**src/rtl/sha256_id_buf.sv**
```systemverilog
// Order-preserving FIFO between the SHA-256 ID issuer and the ID validator.
// Each entry carries a packet ID plus its last flag; the head is presented without a bypass.
module sha256_id_buf #(
    parameter int DEPTH = 4,
    parameter int ID_W  = 6
) (
    input  logic                       clk,
    input  logic                       sync_rst,
    input  logic [ID_W-1:0]            id_in,
    input  logic                       id_in_last,
    input  logic                       id_in_valid,
    output logic                       id_in_ready,
    output logic [ID_W-1:0]            id_out,
    output logic                       id_out_last,
    output logic                       id_out_valid,
    input  logic                       id_out_ready,
    output logic [$clog2(DEPTH):0]     status_count,
    output logic                       status_full,
    output logic                       status_empty
);
    localparam int IDX_W = $clog2(DEPTH);
    localparam int PTR_W = IDX_W + 1;

    logic [PTR_W-1:0] wr_ptr_reg;
    logic [PTR_W-1:0] rd_ptr_reg;
    logic [ID_W:0]    mem_reg [DEPTH];
    logic [ID_W:0]    head;
    logic [IDX_W-1:0] wr_idx;
    logic [IDX_W-1:0] rd_idx;
    logic             push;
    logic             pop;
    logic             full;
    logic             empty;

    assign wr_idx = wr_ptr_reg[IDX_W-1:0];
    assign rd_idx = rd_ptr_reg[IDX_W-1:0];

    // The extra pointer MSB separates the full and empty cases when the index bits match.
    assign full  = (wr_ptr_reg[PTR_W-1] != rd_ptr_reg[PTR_W-1]) && (wr_idx == rd_idx);
    assign empty = (wr_ptr_reg == rd_ptr_reg);

    // Ready depends only on state, so a same-cycle pop never frees a slot for a push.
    assign push = id_in_valid && !full;
    assign pop  = id_out_ready && !empty;

    always_ff @(posedge clk) begin
        if (sync_rst) begin
            wr_ptr_reg <= '0;
            rd_ptr_reg <= '0;
        end else begin
            if (push) begin
                wr_ptr_reg <= wr_ptr_reg + 1'b1;
            end
            if (pop) begin
                rd_ptr_reg <= rd_ptr_reg + 1'b1;
            end
        end
    end

    // Storage has no reset; only the pointers define which entries are live.
    generate
        for (genvar gi = 0; gi < DEPTH; gi++) begin : g_entry
            always_ff @(posedge clk) begin
                if (!sync_rst && push && (wr_idx == IDX_W'(gi))) begin
                    mem_reg[gi] <= {id_in_last, id_in};
                end
            end
        end
    endgenerate

    assign head = mem_reg[rd_idx];

    assign id_in_ready  = !full;
    assign id_out_valid = !empty;
    assign id_out       = empty ? '0 : head[ID_W-1:0];
    assign id_out_last  = empty ? 1'b0 : head[ID_W];
    assign status_count = wr_ptr_reg - rd_ptr_reg;
    assign status_full  = full;
    assign status_empty = empty;

endmodule

```
**config.mk**
```make
export PLATFORM = sky130hd
export DESIGN_NAME = sha256_id_buf
export DESIGN_NICKNAME = d
export VERILOG_FILES = /design/src/rtl/sha256_id_buf.sv
export SDC_FILE = /design/constraint.sdc
export NUM_CORES = 1
export LEC_CHECK = 0
export BUFFER_PORTS_ARGS = -buffer_cell sky130_fd_sc_hd__buf_2
export CAP_MARGIN = 20
export CORE_MARGIN = 2
export CORE_UTILIZATION = 58
export CTS_BUF_LIST = sky130_fd_sc_hd__clkbuf_4 sky130_fd_sc_hd__clkbuf_8
export CTS_CLUSTER_DIAMETER = 200
export DETAILED_ROUTE_END_ITERATION = 12
export HOLD_SLACK_MARGIN = 0.1
export PLACE_DENSITY = 0.81
export SYNTH_ARGS = -nofsm -noshare
export SYNTH_HDL_FRONTEND = slang
export SYNTH_SLANG_ARGS = --single-unit
```
**constraint.sdc**
```tcl
create_clock -name clk -period 1.9 [get_ports clk]
set_input_delay 0.19 -clock clk [delete_from_list [all_inputs] [get_ports clk]]
set_output_delay 0.19 -clock clk [all_outputs]
set_load 0.02 [all_outputs]
```
; Word-level counts from Yosys, hierarchy flattened
; Memories as Yosys holds them, arrays and structs flattened. A register that Yosys moved wholly into a read port is not among the register bits.
; Index checks and enable logic that the tools add are counted.
[classes]
n_eq_ne = 6
muxes = 21
addsub = 3
reduce_logical = 15
[op_table]
columns = cell, count
row1 = $mux 7, 3
row2 = $reduce_or 7->1, 3
row3 = $mux 1, 12
row4 = $mux 2, 5
row5 = $logic_and 1x1->1, 8
row6 = $add 3x1->3 const B, 2
row7 = $mux 6, 1
row8 = $eq 2x2->1 const B, 2
row9 = $eq 3x3->1, 1
row10 = $logic_not 1->1, 3
row11 = $sub 3x3->3, 1
row12 = $eq 2x1->1 const B, 1
row13 = $eq 2x2->1, 1
row14 = $logic_not 2->1, 1
row15 = $ne 1x1->1, 1
[word_totals]
n_memories = 1
output_inout_bits = 14
inputBits = 11
ram_bits = 28
ff_bits = 6
word_cells = 48
[memory_table]
columns = memory, depth, width, read_ports, rd_clocked_by_memory_dff, write_ports, line_no
row1 = mem_reg, 4, 7, 1, 1, 1, 26  ; logic [ID_W:0] mem_reg [DEPTH];

; Depth between registers and ports, before layout
[depth]
depth_word = 12
ltp_mapped = 5
depth_no_buf = 5

; Worst setup path before layout
; OpenSTA, ideal clock, no wires.
[synth_path]
kind = register to register
startpoint = register wr_ptr_reg[0]
endpoint = memory mem_reg[1][0] (netlist name) (enable)
synth_period_minus_slack_ps = 1783
t_arrival_ps = 1457
setup_time_ps = 326
slack_ps = 117
stages_incl_launch_ff = 6
required_ps = 1574
cell_sequence = dfxtp_1 > inv_1 > ha_1 > and2_1 > a21oi_2 > and3_1
[synth_between]
elab_chain_len = 12
word_cells_on_any_way = 30
cone_classes = 4 x eq/ne / 14 x mux / 12 x reduce/logical
[synth_rtl]
columns = item, line_no
row1 = "start, declared", 24  ; logic [PTR_W-1:0] wr_ptr_reg;
row2 = "start signal, assigned", 52  ; wr_ptr_reg <= wr_ptr_reg + 1'b1;
row3 = $eq 2x2->1, 39  ; assign full = (wr_ptr_reg[PTR_W-1] != rd_ptr_reg[PTR_W-1]) && (wr_idx == rd_idx);
row4 = $logic_and 1x1->1, 39
row5 = $logic_not 1->1, 43  ; assign push = id_in_valid && !full;
row6 = $logic_and 1x1->1, 43
row7 = $logic_and 1x1->1 (2 in series), 64  ; if (!sync_rst && push && (wr_idx == IDX_W'(gi))) begin
row8 = $mux 1, 64
row9 = $mux 1 (not written as such), 65  ; mem_reg[gi] <= {id_in_last, id_in};
row10 = $reduce_or 7->1 (no line), n/a
row11 = $mux 2 (no line) or $mux 1 (tied branches) (3 in series), n/a
row12 = "end, declared", 26
; Parallel ways exist; a longest one is shown, timed or not.

==> impl_metrics.tcl <==
set metrics [dict create \
    status "complete, no violations" \
    critical_path_class "flop to output pin" \
    dpl_worst_slack_ns 0.0290 \
    path_max_fanout 7 \
    rrSetupSlack_ns 0.15 \
    cts.sinks 36 \
    hold_class "input port to flop" \
    post_drt_wl_per_cell_um 18.6 \
    largest_reg_flops 28 \
    vias 1145 \
    fin_crit_sh_pct 95.9 \
    hold_viol 0 \
    rsz0062_at_grt "false" \
    power_frac_comb_pct 52.4 \
    yosys_warnings 0 \
    cp_data_required_time_ns 1.71 \
    clkTransAtPathRegs_ns 0.11 \
    report.final.setup_viol 0 \
    maxUsedRoutingLayer "met4" \
    root_buffer "clkbuf_4" \
    initial_core_util_pct 60.7 \
    die_w_um 57.5 \
    tritoncts.num_buffers 5 \
    slew_headroom_pct 71.3 \
    setup_tns_ns 0 \
    dieArea_mm2 0.00331 \
    yosysSeqAreaShare_pct 60.3 \
    drcViolationCount 0 \
    layout_setup_ws_ns 0.0780 \
    firstDrtPassIters 4 \
    fin_skew_ns 0.00499 \
    worstPathArrival_ns 1.63 \
    switching_share_pct 40.5 \
    viasPerCell 6.09 \
    synth_cell_types 28 \
    ir_worst_vdd_mv 1.55 \
    wl_met2_um 1670 \
    core_mm2 0.00273 \
    area_growth_syn_to_layout_pct 24.8 \
    drt_iter0_drc 57 \
    regToRegEndpoint "mem_reg[1][1]" \
    antenna_found_initial 0 \
    clock_path_buffers 2 \
    p_sw_mw 1.37 \
    ant_nets 0 \
    cp-end-kind "output pin" \
    route.layer.met1.wl_um 1490 \
    leakagePower_nw 0.787 \
    diodes 0 \
    syn_avg_cell_area_um2 14.6 \
    grt_max_degree 13 \
    die_h_um 57.5 \
    netlist_area_mm2 0.00166 \
    io_pins 25 \
    min_period_ns 1.82 \
    pwr-share-seq_pct 31.8 \
    p_per_area_mw_per_mm2 1630 \
    hold_depth 2 \
    finalMaxSlewViolations 0 \
    overflow 0 \
    fmax_ghz 0.549 \
    crit_path_start_kind "flop" \
    grt_util_all_layers_pct 23.4 \
    power_frac_clock_pct 15.8 \
    hpwl_um 2450 \
    finalNetCount 175 \
    place_congestion 0.774 \
    grt_pass1_vias 1114 \
    cts_tree "built" \
    clock_latency_ns 0.33 \
    ctsHtreeMaxLevel 2 \
    io_buffers 24 \
    ys_ff_latch 36 \
    dr_wl_met3_um 294 \
    min_from "sync_rst" \
    row_count 19 \
    syn_nets 133 \
    drt_wl_total_um 3490 \
    synthCells 114 \
    r2r_start "wr_ptr_reg[0]" \
    grt_pass1_wl_um 5600 \
    drive_above_1_share_pct 39.5 \
    worst_pin_slew_ns 0.427 \
    p_int_mw 2.00 \
    r2r_cells 5 \
    cap_viol_max_count 0 \
    hold_end "rd_ptr_reg[2]" \
]
stage by stage:
| step | total power [mW] | instance area (um2) | hold slack, ns | cells | utilization (%) |
|---|---|---|---|---|---|
| 2_1_floorplan | 2.05 | 1660 | 0.289 | 114 | - |
| 3_3_place_gp | 2.54 | 1840 | 0.417 | 170 | 67.3 |
| 3_5_place_dp | 2.61 | 1840 | 0.424 | 170 | 67.3 |
| 4_1_cts | 3.21 | 2020 | 0.143 | 186 | 74.0 |
| 5_1_grt | 3.59 | 2070 | 0.140 | 188 | 75.8 |
| 6_report | 3.37 | 2070 | 0.154 | 188 | 75.8 |
worst max-delay path: stages (launching register included):
cell     delay (ns)
dfxtp_2        0.34
buf_6          0.14
mux4_2         0.50
nor2b_1        0.16
buf_2          0.16
synth_stat cells:
cell | count | area (um2)
edfxtp_1 | 28 | 841
and2b_1 | 2 | 15.0
nor3_1 | 1 | 5.00
or3_1 | 1 | 6.26
inv_1 | 7 | 26.3
a31oi_1 | 4 | 25.0
clkbuf_1 | 1 | 3.75
nand2_1 | 8 | 30.0
a41oi_1 | 2 | 17.5
xor2_2 | 1 | 16.3
mux4_2 | 7 | 158
dfxtp_1 | 8 | 160
o311ai_0 | 5 | 43.8
nand4_1 | 3 | 18.8
ha_1 | 7 | 87.6
buf_2 | 2 | 10.0
buf_1 | 1 | 3.75
nand3_1 | 3 | 15.0
and3_1 | 4 | 25.0
xnor2_1 | 2 | 17.5
nor2b_1 | 7 | 43.8
o2111a_1 | 1 | 11.3
and2_1 | 1 | 6.26
fa_1 | 1 | 20.0
nor2_4 | 1 | 11.3
nor3b_1 | 4 | 30.0
clkinv_1 | 1 | 3.75
a21oi_2 | 1 | 8.76
cell usage in the layout, fill, tap and decap left out, drive strengths merged:
master       instances
nor2                 2
edfxtp              28
clkinvlp             1
and3                 4
and2b                2
nor2b                7
and2                 1
o2111a               1
dlygate4sd3          7
bufinv               1
ha                   7
nand2                8
a31oi                4
inv                  7
buf                 31
dfxtp                8
a41oi                2
xnor2                2
nand4                3
nor3b                4
fa                   1
o311ai               5
nand3                3
nor3                 1
a21oi                1
xor2                 1
clkinv               2
mux4                 7
or3                  1
clkbuf               5
worst max-delay path by stage:
stage,start,to,slack [ns],depth (start not counted)
finish,flop,id_out[2],0.08,4
global route,flop,id_out_last,0.003,4
CTS,wr_ptr_reg[2],id_out[0],0.007,4
detailed placement,wr_ptr_reg[0],mem_reg[1][0],0.03,5
global placement,wr_ptr_reg[0],mem_reg[1][6],0.15,5
floorplan,wr_ptr_reg[0],mem_reg[1][0],0.12,5
power groups by stage:
| stage | clock network (mW) | registers [mW] | logic (mW) |
|---|---|---|---|
| 2_1_floorplan | 0 | 1.03 | 1.02 |
| 3_3_place_gp | 0 | 1.05 | 1.49 |
| 3_5_place_dp | 0 | 1.06 | 1.55 |
| 4_1_cts | 0.542 | 1.04 | 1.63 |
| 5_1_grt | 0.569 | 1.08 | 1.94 |
| 6_report | 0.533 | 1.07 | 1.77 |
layout make-up:
| class | count | area, um2 |
|---|---|---|
| repair buffers | 38 | 246 |
| clock buffers | 5 | 37.5 |
| flip-flops and latches | 36 | 1010 |
| fillers | 170 | 662 |
| clock inverters | 3 | 42.5 |
| multi-input cells | 67 | 664 |
| inverters | 8 | 30.0 |
| well taps | 31 | 38.8 |
timing repair:
action / in CTS / in global routing
endpoints found under the hold margin: 28 / 0
resized for setup: 4 / 12
pin swaps: 2 / 2
setup buffers: 0 / 2
endpoints found under the setup margin: 5 / 18
cloned: 1 / 0
hold buffers: 7 / 0
per-layer routing:
metal	track usage, %	vias up
li1	-	527
met1	35.0	557
met2	33.6	56
met3	5.44	5
met4	9.30	0
met5	0	-
logic make-up after synthesis:
kind of cell	count (synthesis)	synth area share [%]
AO/OA/AOI/OAI	13	6.41
AND/OR/NAND/NOR	35	12.4
adder cells (fa/ha/maj)	8	6.48
XOR/XNOR	3	2.04
multiplexers	7	9.50
buffers and inverters	12	2.86
flip-flops	36	60.3
Note: power is estimated with default switching activity, not from simulation.
